`src/rtl/if_stage_if.sv`:
```
// Instruction-memory request/response bus between the fetch stage and the I-memory.
interface if_stage_if;
   logic        proc2Imem_req;
   logic [31:0] proc2Imem_addr;
   logic        Imem2proc_gnt;
   logic        Imem2proc_rvld;
   logic [31:0] Imem2proc_data;

   modport master (
      output proc2Imem_req,
      output proc2Imem_addr,
      input  Imem2proc_gnt,
      input  Imem2proc_rvld,
      input  Imem2proc_data
   );

   modport slave (
      input  proc2Imem_req,
      input  proc2Imem_addr,
      output Imem2proc_gnt,
      output Imem2proc_rvld,
      output Imem2proc_data
   );
endinterface

```
`src/rtl/if_stage.sv`:
```
// Instruction fetch stage: in-order requests, 2-entry instruction buffer, redirect flush.
// Define IF_BREAK_HALT_EN to halt fetching after an EBREAK/SYSTEM-opcode word is buffered.
module if_stage #(
   parameter logic [31:0] RESET_PC = 32'h0000_0000
) (
   input  logic        clk,
   input  logic        rst,
   input  logic        ID_stall,
   input  logic        redirect_vld,
   input  logic [31:0] redirect_pc,
   if_stage_if.master  imem,
   output logic [31:0] IF_ID_pc,
   output logic [31:0] IF_ID_inst,
   output logic        IF_ID_vld
);

   localparam logic [31:0] NOP_INST   = 32'h0000_0013;
   localparam logic [6:0]  OPC_SYSTEM = 7'b1110011;

   typedef enum logic {RUN, HALT} state_e;

   state_e      state_q, state_d;
   logic [31:0] fetch_pc_q, fetch_pc_d;
   logic [1:0]  bcnt_q, bcnt_d;
   logic [1:0]  ocnt_q, ocnt_d;
   logic [1:0]  drop_q, drop_d;
   logic [31:0] bpc_q [2];
   logic [31:0] bpc_d [2];
   logic [31:0] binst_q [2];
   logic [31:0] binst_d [2];
   logic [31:0] opc_q [2];
   logic [31:0] opc_d [2];

   logic       vld, pop, req, accept, resp, discard, wr, ebreak;
   logic [1:0] bcnt_pop, ocnt_pop;

   assign vld      = !rst && (bcnt_q != 2'd0);
   assign pop      = vld && !ID_stall;
   assign bcnt_pop = bcnt_q - {1'b0, pop};
   assign ocnt_pop = ocnt_q - {1'b0, resp};
   // Occupancy counts the slot freed by this cycle's pop so streaming sustains one word per cycle.
   assign req      = !rst && (state_q == RUN) && !redirect_vld &&
                     (({1'b0, ocnt_q} + {1'b0, bcnt_pop}) < 3'd2);
   assign accept   = req && imem.Imem2proc_gnt;
   // A response with nothing outstanding belongs to a request issued before reset.
   assign resp     = imem.Imem2proc_rvld && (ocnt_q != 2'd0);
   assign discard  = resp && (drop_q != 2'd0);
   assign wr       = resp && (drop_q == 2'd0);

`ifdef IF_BREAK_HALT_EN
   assign ebreak = wr && (imem.Imem2proc_data[6:0] == OPC_SYSTEM);
`else
   assign ebreak = 1'b0;
`endif

   assign imem.proc2Imem_req  = req;
   assign imem.proc2Imem_addr = fetch_pc_q;
   assign IF_ID_vld           = vld;
   assign IF_ID_pc            = vld ? bpc_q[0] : 32'h0000_0000;
   assign IF_ID_inst          = vld ? binst_q[0] : NOP_INST;

   always_comb begin
      state_d    = state_q;
      fetch_pc_d = fetch_pc_q;
      bcnt_d     = bcnt_q;
      ocnt_d     = ocnt_q;
      drop_d     = drop_q;
      bpc_d      = bpc_q;
      binst_d    = binst_q;
      opc_d      = opc_q;

      // Outstanding-request PCs: retire the oldest on a response, append on a grant.
      if (resp) begin
         opc_d[0] = opc_q[1];
      end
      if (accept) begin
         opc_d[ocnt_pop[0]] = fetch_pc_q;
         fetch_pc_d         = fetch_pc_q + 32'd4;
      end
      ocnt_d = ocnt_pop + {1'b0, accept};
      drop_d = drop_q - {1'b0, discard};

      if (pop) begin
         bpc_d[0]   = bpc_q[1];
         binst_d[0] = binst_q[1];
      end
      if (wr) begin
         bpc_d[bcnt_pop[0]]   = opc_q[0];
         binst_d[bcnt_pop[0]] = imem.Imem2proc_data;
      end
      bcnt_d = bcnt_pop + {1'b0, wr};

      if (ebreak) begin
         state_d = HALT;
         drop_d  = ocnt_d;
      end

      // Redirect wins over everything else; this cycle's response (if any) is already retired above.
      if (redirect_vld) begin
         state_d    = RUN;
         fetch_pc_d = redirect_pc & 32'hFFFF_FFFC;
         bcnt_d     = 2'd0;
         drop_d     = ocnt_d;
      end
   end

   always_ff @(posedge clk) begin
      if (rst) begin
         state_q    <= RUN;
         fetch_pc_q <= RESET_PC;
         bcnt_q     <= 2'd0;
         ocnt_q     <= 2'd0;
         drop_q     <= 2'd0;
      end else begin
         state_q    <= state_d;
         fetch_pc_q <= fetch_pc_d;
         bcnt_q     <= bcnt_d;
         ocnt_q     <= ocnt_d;
         drop_q     <= drop_d;
      end
   end

   always_ff @(posedge clk) begin
      bpc_q   <= bpc_d;
      binst_q <= binst_d;
      opc_q   <= opc_d;
   end

endmodule

```
`src/flat_wrapper.sv`:
```
// flat-port wrapper written by rule: the top's interface ports become plain ports
module if_stage_flat 
#(
   parameter logic [31:0] RESET_PC = 32'h0000_0000
)
  (clk, rst, ID_stall, redirect_vld, redirect_pc, IF_ID_pc, IF_ID_inst, IF_ID_vld, imem_proc2Imem_req, imem_proc2Imem_addr, imem_Imem2proc_gnt, imem_Imem2proc_rvld, imem_Imem2proc_data);
  if_stage_if imem_i ();
  input  logic clk;
  input  logic rst;
  input  logic ID_stall;
  input  logic redirect_vld;
  input  logic [31:0] redirect_pc;
  output logic [31:0] IF_ID_pc;
  output logic [31:0] IF_ID_inst;
  output logic IF_ID_vld;
  output wire logic [$bits(imem_i.proc2Imem_req)-1:0] imem_proc2Imem_req;
  output wire logic [$bits(imem_i.proc2Imem_addr)-1:0] imem_proc2Imem_addr;
  input wire logic [$bits(imem_i.Imem2proc_gnt)-1:0] imem_Imem2proc_gnt;
  input wire logic [$bits(imem_i.Imem2proc_rvld)-1:0] imem_Imem2proc_rvld;
  input wire logic [$bits(imem_i.Imem2proc_data)-1:0] imem_Imem2proc_data;
  assign imem_proc2Imem_req = imem_i.proc2Imem_req;
  assign imem_proc2Imem_addr = imem_i.proc2Imem_addr;
  assign imem_i.Imem2proc_gnt = imem_Imem2proc_gnt;
  assign imem_i.Imem2proc_rvld = imem_Imem2proc_rvld;
  assign imem_i.Imem2proc_data = imem_Imem2proc_data;
  if_stage #(.RESET_PC(RESET_PC)) u_core (.clk(clk), .rst(rst), .ID_stall(ID_stall), .redirect_vld(redirect_vld), .redirect_pc(redirect_pc), .imem(imem_i), .IF_ID_pc(IF_ID_pc), .IF_ID_inst(IF_ID_inst), .IF_ID_vld(IF_ID_vld));
endmodule
```
`config.mk`:
```
export PLATFORM = sky130hd
export DESIGN_NAME = if_stage_flat
export DESIGN_NICKNAME = d
export VERILOG_FILES = /design/src/rtl/if_stage_if.sv /design/src/rtl/if_stage.sv /design/src/flat_wrapper.sv
export SDC_FILE = /design/constraint.sdc
export NUM_CORES = 1
export LEC_CHECK = 0
export ABC_AREA = 1
export BUFFER_PORTS_ARGS = -buffer_cell sky130_fd_sc_hd__buf_2
export CAP_MARGIN = 20
export CORE_MARGIN = 2
export CORE_UTILIZATION = 55
export DETAILED_ROUTE_END_ITERATION = 7
export PLACE_DENSITY = 0.78
export SYNTH_ARGS = -nofsm -noshare
export SYNTH_HDL_FRONTEND = slang
export SYNTH_SLANG_ARGS = --single-unit
```
`constraint.sdc`:
```
create_clock -name clk -period 4.43 [get_ports clk]
set_input_delay 0.443 -clock clk [delete_from_list [all_inputs] [get_ports clk]]
set_output_delay 0.443 -clock clk [all_outputs]
set_load 0.05 [all_outputs]
```
==> results.cfg <==
[synthesis]
netlist_area_sq_um = 9970
synthCells = 1245
synth.avg_cell_area_sq_um = 8.01
yosysSeqAreaShare_pct = 55.4
ys_types = 38
synth_seq_cells = 228
yosysWarningCount = 0

[setup_path]
crit_fanout = 23
slowest_stage = nand2_1
critPathRequiredTime_ns = 4.81
endpoint_kind = flop
cp-start-kind = flop
cp_num_buf_inv = 4
crit_top_cell = nand2_1
cp_slowest_stage_delay_ns = 0.59
crit_family = simple AND/OR/NAND/NOR gates
worstSetupPathType = reg2reg
crit_chain = o21ai_4 -> nor2_8 -> nand2_1 -> inv_2 -> nor2_4 -> inv_1 -> nand2_1 -> fa_1 -> nand2_1 -> inv_1 -> nand3_2 -> nand2_1 -> inv_1 -> nand2_1 -> a31oi_1
worst_ep_arrival_time_ns = 3.64

[clock_network]
post_cts_resize_count = 0
htreeDepth = 1
cts_setup_buffers = 0
cts_buffer_depth = 3
cts_tree = done
root_buffer = clkbuf_16
cts_buffers = 24
clock-sinks = 228
cts_hold_buffers = 0
path_clk_slew_ns = 0.06
clkLatencyLatePin_ns = 0.51

[drt]
wl_met3_microns = 1790
routedWlPerCell_microns = 14.5
drc_errors = 0
first_iter_violations = 585
detail-route-antenna-nets = 0
postRouteWirelength_microns = 23700
vias = 8353
wl_met1_microns = 10300
via_per_inst = 5.12
dr_wl_met2_microns = 11200
firstDrtPassIters = 5
topRoutingLayerUsed = met4

[floorplan]
core_region_area_sq_um = 17900
std_cell_rows = 49
die-area_sq_um = 19200
initial_core_util_pct = 55.7
ios = 168
fp.dieW_microns = 139
die_h_microns = 139

[global_routing]
first_global_vias = 7871
overflow = 0
antenna_found_initial = 0
grt_max_degree = 106
grt_usage_pct = 23.9
grt_first_pass_wirelength_microns = 38300

[sta]
skew_ns = 0.0141
slew_headroom_pct = 34.8
clock.fmax_mhz = 307
worst-slew-pin-transition_ns = 0.978
final.period_utilization_pct = 73.4
min_period_ns = 3.25
drv_slew = 0
tns_ns = 0
finalSetupViolCount = 0
whs_ns = 0.129
grt_setup_unrepaired = no
finalHoldViolCount = 0

[cells_and_area]
layout_common_cells = nand2_1, buf_2, inv_1
nets = 1463
syn_to_final_growth_pct = 17.2
diodes = 0
drive_gt1_share_pct = 16.3
final_common_cell = nand2_1

[hold_path]
hold_class = in2reg

[outcome]
outcome = completed

[power]
ir_worst_vdd_mv = 0.400
p_per_area_nw_per_um2 = 543
p_leak_nw = 5.13

[place]
portBuffers = 163
gp_congestion = 0.894
place_hpwl_microns = 15200

[run]
cap_violations = 0
==> power breakdown <==
group	switching, mW	total (mW)	internal [mW]
sequential	0.188	2.88	2.69
combinational	0.992	1.48	0.492
clock	0.802	1.98	1.18
==> logic make-up (layout without fill, tap and decap cells) <==
| group | count (synthesis) | in the layout | share of synthesized area [%] |
|---|---|---|---|
| simple gates | 568 | 568 | 22.9 |
| buf+inv | 225 | 382 | 9.12 |
| xor+xnor | 7 | 7 | 0.615 |
| other cells | 1 | 2 | 0.0376 |
| flops | 228 | 228 | 55.4 |
| fa+ha+maj | 7 | 7 | 0.954 |
| compound gates | 209 | 209 | 11.0 |
==> final cells by class <==
| type | instances | area, sq um |
|---|---|---|
| Fill cell | 1539 | 6210 |
| Sequential cell | 228 | 5530 |
| Multi-Input combinational cell | 793 | 3550 |
| Timing Repair Buffer | 175 | 931 |
| Clock buffer | 32 | 672 |
| Inverter | 164 | 618 |
| Tap cell | 229 | 287 |
| Clock inverter | 11 | 106 |
==> Yosys cell counts <==
cell	instances	area, sq um
buf_4	5	37.5
and2_1	3	18.8
clkinv_1	1	3.75
a21oi_1	22	110
xnor2_1	2	17.5
a31oi_1	14	87.6
clkbuf_1	34	128
o21ai_0	127	636
o21ai_2	1	8.76
nor2_2	1	6.26
inv_2	4	15.0
nor2_1	111	417
dfxtp_1	132	2640
nand2_2	1	6.26
o22ai_1	1	6.26
buf_6	3	33.8
xor2_1	5	43.8
buf_2	17	85.1
o21ai_1	38	190
edfxtp_1	96	2880
nand3_1	73	365
nor2_4	1	11.3
nand3_2	1	10.0
nor3_2	1	10.0
buf_1	2	7.51
o21ai_4	1	16.3
conb_1	1	3.75
or2_2	4	25.0
inv_4	1	6.26
o31ai_1	1	7.51
nand2_1	370	1390
o211ai_1	3	22.5
nand4_1	1	6.26
fa_1	1	20.0
ha_1	6	75.1
nor2_8	1	20.0
inv_1	158	593
o21a_1	1	7.51
==> worst paths after layout <==
kind              slack [ns]                        endpoint                   start  cells after the start
setup / recovery        1.18  u_core.imem.proc2Imem_addr[12]        u_core.bcnt_q[0]                     15
hold / removal          0.13                            flop  imem_Imem2proc_data[1]                      1
setup reg to reg        1.18  u_core.imem.proc2Imem_addr[12]        u_core.bcnt_q[0]                     15
hold reg to reg         0.42                            flop        u_core.opc_q[52]                      0
==> metrics by stage <==
step	cell area [sq um]	instances	worst slack, ns	utilization [%]	power, mW
after floorplan	9980	1246	0.673	-	4.03
final	11700	1632	1.18	65.3	6.34
after CTS	11700	1632	1.19	65.3	6.36
after global routing	11700	1632	0.904	65.3	6.71
after detailed placement	10900	1589	0.928	60.9	4.37
after global placement	10900	1589	0.995	60.9	4.30
==> metal layers <==
layer	global-route usage, %	vias up
li1	-	4240
met1	31.7	3771
met2	40.7	299
met3	4.14	43
met4	6.59	0
met5	0	-
(Power assumes the default switching activity.)
